===== src/rtl/inbuf_vc_port_if.sv =====
// inbuf_vc_port_if: upstream link (si/di/ri) and internal switch side (deq/valid_int/q) of the input port
interface inbuf_vc_port_if #(
    parameter int WIDTH = 64
);
    logic             si;
    logic [WIDTH-1:0] di;
    logic             ri;
    logic             deq;
    logic             valid_int;
    logic [WIDTH-1:0] q;
    modport master (output si, di, deq, input ri, valid_int, q);
    modport slave  (input si, di, deq, output ri, valid_int, q);
endinterface


===== src/rtl/inbuf_vc_port.sv =====
// inbuf_vc_port: receive-side port with even/odd single-flit VC buffers, written on polarity and read on ~polarity
// Ports: clk; reset (sync, active-high); polarity (global phase); link (si/di/ri upstream,
// deq/valid_int/q to the switch); full (per-VC occupancy, [0]=even); err (sticky protocol error);
// flit_cnt (accepted flits, wrapping)
module inbuf_vc_port #(
    parameter int WIDTH = 64,
    parameter int CNT_W = 16
) (
    input  logic              clk,
    input  logic              reset,
    input  logic              polarity,
    inbuf_vc_port_if.slave    link,
    output logic [1:0]        full,
    output logic              err,
    output logic [CNT_W-1:0]  flit_cnt
);
    typedef enum logic {EMPTY, FULL} vc_state_t;
    logic [WIDTH-1:0] buf_q [2];
    logic accept, dequeue;
    assign link.ri        = ~full[polarity];
    assign link.valid_int = full[~polarity];
    assign link.q         = buf_q[~polarity];
    assign accept  = link.si & link.ri & (link.di[WIDTH-1] == polarity);
    assign dequeue = link.deq & full[~polarity];
    // accept and dequeue never target the same VC, so each VC sees at most one of them
    for (genvar v = 0; v < 2; v++) begin : g_vc
        vc_state_t state, state_nxt;
        always_ff @(posedge clk) state <= reset ? EMPTY : state_nxt;
        always_comb begin
            state_nxt = state;
            state_nxt = (state == EMPTY && accept && polarity == 1'(v)) ? FULL :
                        (state == FULL && dequeue && polarity != 1'(v)) ? EMPTY : state;
        end
        assign full[v] = state == FULL;
    end
    always_ff @(posedge clk) begin
        if (reset) begin
            buf_q[0] <= '0;
            buf_q[1] <= '0;
            err      <= 1'b0;
            flit_cnt <= '0;
        end else begin
            if (accept) begin
                buf_q[polarity] <= link.di;
                flit_cnt        <= flit_cnt + CNT_W'(1);
            end
            // any strobe that is not accepted is either an overrun or a VC tag mismatch
            if (link.si && !accept) err <= 1'b1;
        end
    end
endmodule


===== src/flat_wrapper.sv =====
// flat-port wrapper written by rule: the top's interface ports become plain ports
module inbuf_vc_port_flat 
#(
    parameter int WIDTH = 64,
    parameter int CNT_W = 16
)
  (clk, reset, polarity, full, err, flit_cnt, link_si, link_di, link_deq, link_ri, link_valid_int, link_q);
  inbuf_vc_port_if #(.WIDTH(WIDTH)) link_i ();
  input  logic clk;
  input  logic reset;
  input  logic polarity;
  output logic [1:0] full;
  output logic err;
  output logic [CNT_W-1:0] flit_cnt;
  input wire logic [$bits(link_i.si)-1:0] link_si;
  input wire logic [$bits(link_i.di)-1:0] link_di;
  input wire logic [$bits(link_i.deq)-1:0] link_deq;
  output wire logic [$bits(link_i.ri)-1:0] link_ri;
  output wire logic [$bits(link_i.valid_int)-1:0] link_valid_int;
  output wire logic [$bits(link_i.q)-1:0] link_q;
  assign link_i.si = link_si;
  assign link_i.di = link_di;
  assign link_i.deq = link_deq;
  assign link_ri = link_i.ri;
  assign link_valid_int = link_i.valid_int;
  assign link_q = link_i.q;
  inbuf_vc_port #(.WIDTH(WIDTH), .CNT_W(CNT_W)) u_core (.clk(clk), .reset(reset), .polarity(polarity), .link(link_i), .full(full), .err(err), .flit_cnt(flit_cnt));
endmodule

===== config.mk =====
export PLATFORM = sky130hd
export DESIGN_NAME = inbuf_vc_port_flat
export DESIGN_NICKNAME = d
export VERILOG_FILES = /design/src/rtl/inbuf_vc_port_if.sv /design/src/rtl/inbuf_vc_port.sv /design/src/flat_wrapper.sv
export SDC_FILE = /design/constraint.sdc
export NUM_CORES = 1
export LEC_CHECK = 0
export ABC_AREA = 1
export CAP_MARGIN = 0
export CORE_MARGIN = 2
export CORE_UTILIZATION = 45
export CTS_CLUSTER_DIAMETER = 150
export DETAILED_ROUTE_END_ITERATION = 7
export PLACE_DENSITY = 0.85
export RECOVER_POWER = 25
export SYNTH_ARGS = -nofsm -noshare
export SYNTH_HDL_FRONTEND = slang
export SYNTH_SLANG_ARGS = --single-unit

===== constraint.sdc =====
create_clock -name clk -period 3.65 [get_ports clk]
set_clock_uncertainty 0.15 [all_clocks]
set_input_delay 0.9125 -clock clk [delete_from_list [all_inputs] [get_ports clk]]
set_output_delay 0.9125 -clock clk [all_outputs]
set_load 0.01 [all_outputs]

==> run metrics, run 1 <==
status=finished, final reports clean; xor/xnor cell area share of the yosys netlist=0%; post-CTS setup buffers=0; hold_sp=u_core.err$_SDFFE_PP0P_; worst r2r src=u_core.g_vc[0].state$_SDFFE_PP0P_; combinational share of power=10.8%; Syn Inst Count=700; post_cts resized=0; Inst Count DP=1013; P_sw=0.880 mW; YS warnings=0; max cap viols=0; CTS Root Buffer Type=clkbuf_16; synthesized cell area=6590 sq um; headroom to the max-slew limit=15.9%; final core utilization=60.5%; clock power share=40.6%; crit path time final=3230 ps; Die Wd=125 microns; Lkg Pwr=3.83 nW; initial drt markers=294; I/O Buffers=153; DRT Wirelength=14.3 mm; CP endpoint kind=output port; Tot Pwr=3.98 mW; WL met1=6.18 mm; fin crit share=88.6%; Layout area overhead=32.4%; most frequent cells in the layout=nand2_1 (229), clkdlybuf4s50_1 (149), nor2_1 (138), edfxtp_1 (128), inv_1 (82); FF+latch count, synth=147; Critical Path RT=2590 ps; total CTS buffers=17; crit path max fanout=35; first-pass iteration count of the detailed router=4; adder-cell share of the synthesized area=0.190%; internal power=3.10 mW; chip height=125 microns; worst setup margin=417 ps; core area=14400 sq um; Synth cell types=23; Clock Tree Buf Depth=2; Reg-to-Reg End=u_core.flit_cnt[12]$_SDFFE_PP0P_; simple-gate share of the synthesized area=26.4%; fin cells=1044; worst skew pair latency=410 ps; Slew Limit Fails=0; diode count=0; Reg power frac=48.6%; H-tree Lvls=4; Reg clk slew, reported paths=50 ps; RSZ-0062 raised after global routing=false; Synth area leaders=edfxtp_1 (58%), nand2_1 (13%), nor2_1 (6.0%); I/O Pins=154; main combinational cell family by area after synthesis=simple AND/OR/NAND/NOR gates; post-synthesis compound-gate area fraction=1.37%; DRC violations left=0; commonest non-fill, non-tap cell in the layout=nand2_1; largest net degree at the start of global routing=70; clk sinks=147; Max Used Layer=met4; TritonCTS clock tree=built; global-route wire length before repair=23.6 mm; critical path data arrival time=2170 ps; peak supply drop=0.000284 V; Syn Nets=770; cts hold-fix bufs=0; Crit Path Class=primary input to output port; pwr/cell area=457 nW/um^2; hold path depth=2; nets=918; Reg2Reg Depth=7; Synth top area share=58.4%; R2R setup slack=1080 ps; share of cells above drive strength 1=6.74%; DP Worst Slack=440 ps; Hold Path End=u_core.err$_SDFFE_PP0P_; Detail Placement HPWL=9.21 mm; Max Clock Freq=309 MHz; switching share of power=22.1%; grt total ovfl=0; CP Launch Type=primary input; Worst Max-Slew Pin Slew=1260 ps; initial core utilization=45.7%; endpoints failing hold=0; area leader, netlist=edfxtp_1; sequential area share after synthesis=64.1%; Routed WL per cell=13.7 microns; die area=15600 sq um; row cnt=44; vias in the first global route=4922; multiplexer share of the synthesized area=0%; Mapped Avg Cell Area=9.41 sq um; Vias/cell=4.74; initial antenna violation count=0; Hold Path Class=register to register; GRT Total Usage=19.2%; Placer Congestion=0.749; endpoints failing setup=0; setup TNS=0 ps; WL met2=7.08 mm; post-route ant nets=0; Met3 Wirelength=861 microns; vias=4947
[final cells by class]
class                           count  area, sq um
Tap cell                          184          230
Fill cell                        1239         5700
Sequential cell                   147         4220
Inverter                           84          315
Multi-Input combinational cell    434         1770
Timing Repair Buffer              164         1630
Clock inverter                     13          119
Clock buffer                       18          429
[power by group through the flow]
stage	Combinational [mW]	Sequential, mW	Clock [mW]
final	0.429	1.94	1.62
after global routing	0.472	1.94	1.73
after CTS	0.446	1.94	1.65
after detailed placement	0.443	1.97	0
after global placement	0.438	1.97	0
after floorplan	0.202	1.97	0
[worst max path at each step]
stage                     slack [ps]  startpoint  cells after the start                               end
final                            420    polarity                      5                        link_q[15]
after global routing             220     link_si                      8  u_core.flit_cnt[12]$_SDFFE_PP0P_
after CTS                        430    polarity                      5                        link_q[23]
after detailed placement         440    polarity                      5                    link_valid_int
after global placement           450    polarity                      5                        link_q[17]
after floorplan                  520    polarity                      9  u_core.buf_q[1][0]$_SDFFCE_PN0P_
[cell usage after synthesis (all sizes together)]
library cell / instances
nand2: 231
nor3: 3
edfxtp: 128
o21ai: 5
clkbuf: 13
nor2: 154
buf: 22
nand3: 20
a21oi: 13
conb: 1
ha: 1
dfxtp: 19
inv: 84
nor3b: 1
and2: 1
nand4: 4
[registers in the layout, indices dropped and copies added, names as in the netlist]
register	cells
u_core.flit_cnt	16
u_core.g_vc.state	2
u_core.buf_q	128
u_core.err	1
[per-stage QoR]
stage          hold WS [ps]  instance area (sq um)
2_1_floorplan           318                   6590
3_3_place_gp            287                   8280
3_5_place_dp            304                   8280
4_1_cts                 313                   8830
5_1_grt                 359                   8720
6_report                304                   8720
[critical path, cell delays in order]
cell and delay (ps):
buf_2 120, buf_4 360, nand2_1 130, nand2_1 90, clkdlybuf4s50_1 530
[layer usage]
layer,vias up,track usage (%)
met5,-,0
met4,0,7.58
met3,21,5.05
met2,170,32.6
met1,2279,23.5
li1,2477,-
[logic make-up after synthesis]
| group | count (synthesis) |
|---|---|
| compound gates | 18 |
| fa+ha+maj | 1 |
| buf+inv | 119 |
| flops | 147 |
| other cells | 1 |
| simple gates | 414 |
Note: power is estimated with default switching activity, not from simulation.
==> inputs of run 2 (changes only) <==
Settings changed: CORE_MARGIN 2 to default.
==> run metrics, run 2 (synthesis results as in run 1) <==
critical path data arrival time=2360 ps; peak supply drop=0.000259 V; Top reg by flops=u_core.buf_q; grt total ovfl=0; post-route ant nets=0; endpoints failing hold=0; Detail Placement HPWL=9.36 mm; max reg flops=128; Placer Congestion=0.790; total CTS buffers=17; I/O Pins=154; setup TNS=0 ps; TritonCTS clock tree=built; worst hold slack=326 ps; Vias/cell=4.70; final core utilization=62.5%; Hold Path Class=register to register; Crit path largest cell delay=530 ps; Routed WL per cell=13.8 microns; vias in the first global route=4743; global-route wire length before repair=22.3 mm; Crit Path Class=primary input to output port; worst skew pair latency=410 ps; Clock Tree Buf Depth=2; core area=14100 sq um; status=finished, final reports clean; clk sinks=147; Filler Cell Count=1137; DRT Wirelength=14.4 mm; max cap viols=0; CTS Root Buffer Type=clkbuf_16; Layout area overhead=33.7%; pwr/cell area=465 nW/um^2; Max Clock Freq=292 MHz; Die Wd=123 microns; Top Registers=u_core.buf_q x128, u_core.flit_cnt x16, u_core.g_vc.state x2; post-CTS setup buffers=0; worst setup path start=polarity; diode count=0; R2R setup slack=1620 ps; Lkg Pwr=3.88 nW; initial antenna violation count=0; Worst Path Buf+Inv=4; CP max-delay cell=clkdlybuf4s50_1; fin crit share=93.7%; Worst path top cell family by delay=buffers and inverters; Reg clk slew, reported paths=60 ps; largest net degree at the start of global routing=65; H-tree Lvls=4; CP endpoint kind=output port; Slew Limit Fails=0; Worst Max-Slew Pin Slew=889 ps; first-pass iteration count of the detailed router=5; nets=921; worst r2r src=u_core.g_vc[0].state$_SDFFE_PP0P_; DRC violations left=0; share of cells above drive strength 1=7.41%; initial drt markers=347; post_cts resized=0; endpoints failing setup=0; most frequent cells in the layout=nand2_1 (229), clkdlybuf4s50_1 (144), nor2_1 (139), edfxtp_1 (128), inv_1 (83); hold_sp=u_core.err$_SDFFE_PP0P_; crit path max fanout=15; RSZ-0062 raised after global routing=false; Critical Path RT=2590 ps; placed instance area=8310 sq um; row cnt=43; Final Cell Area=8800 sq um; initial core utilization=46.7%; GRT Total Usage=19.9%; headroom to the max-slew limit=40.7%; area of the multi-input gates=1780 sq um; commonest non-fill, non-tap cell in the layout=nand2_1; chip height=123 microns; CP Launch Type=primary input; storage element area=4220 sq um; CP cell instances=buf_2 -> inv_1 -> buf_4 -> nand2_1 -> and2_1 -> clkdlybuf4s50_1; crit path time final=3420 ps; cts hold-fix bufs=0; die area=15100 sq um; I/O Buffers=153; vias=4908
==> run 2: cell types whose count changed in the layout (fill, tap and decap cells not counted), sizes merged <==
| cell | change |
|---|---|
| buf | +4 |
| clkinv | -2 |
| bufinv | +1 |
| clkinvlp | +1 |
| dlygate4sd3 | +5 |
| clkdlybuf4s50 | -5 |
==> run 2: layout make-up <==
| cell class | count | area share, % |
|---|---|---|
| clock buffer | 19 | 4.92 |
| clock inverter | 13 | 1.83 |
| inverter | 84 | 3.58 |
| multi-input combinational | 434 | 20.2 |
| sequential | 147 | 48.0 |
| tap | 180 | 2.56 |
| timing repair buffer | 167 | 19.0 |
==> run 2: final timing paths <==
kind | end | cells past startpoint
max | link_ri | 6
min | u_core.err$_SDFFE_PP0P_ | 2
max reg2reg | u_core.buf_q[1][27]$_SDFFCE_PN0P_ | 6
min reg2reg | u_core.err$_SDFFE_PP0P_ | 2
==> run 2: per-stage QoR <==
| stage | total power [mW] | cells | setup WS [ps] |
|---|---|---|---|
| 2_1_floorplan | 2.17 | 700 | 525 |
| 3_3_place_gp | 2.41 | 1012 | 315 |
| 3_5_place_dp | 2.42 | 1012 | 297 |
| 4_1_cts | 4.14 | 1044 | 299 |
| 5_1_grt | 4.24 | 1044 | 144 |
| 6_report | 4.10 | 1044 | 230 |
==> run 2: power by group <==
part	internal [mW]	total [mW]	switching [mW]
Combinational	0.210	0.433	0.223
Clock	1.07	1.73	0.655
Sequential	1.91	1.94	0.0248
Total	3.19	4.10	0.902
==> run 2: routing by layer <==
metal  global-route usage (%)  wire length [microns]  share of wire (%)
met4                     7.00                    129               0.90
met5                        0                      0                  0
met1                     22.8                   5850                 41
met3                     5.81                   1070                7.4
met2                     35.4                   7350                 51
==> run 2: worst min-delay path, stage by stage (launching register included) <==
cell and delay [ps]:
dfxtp_1 320, inv_1 50, a21oi_1 50
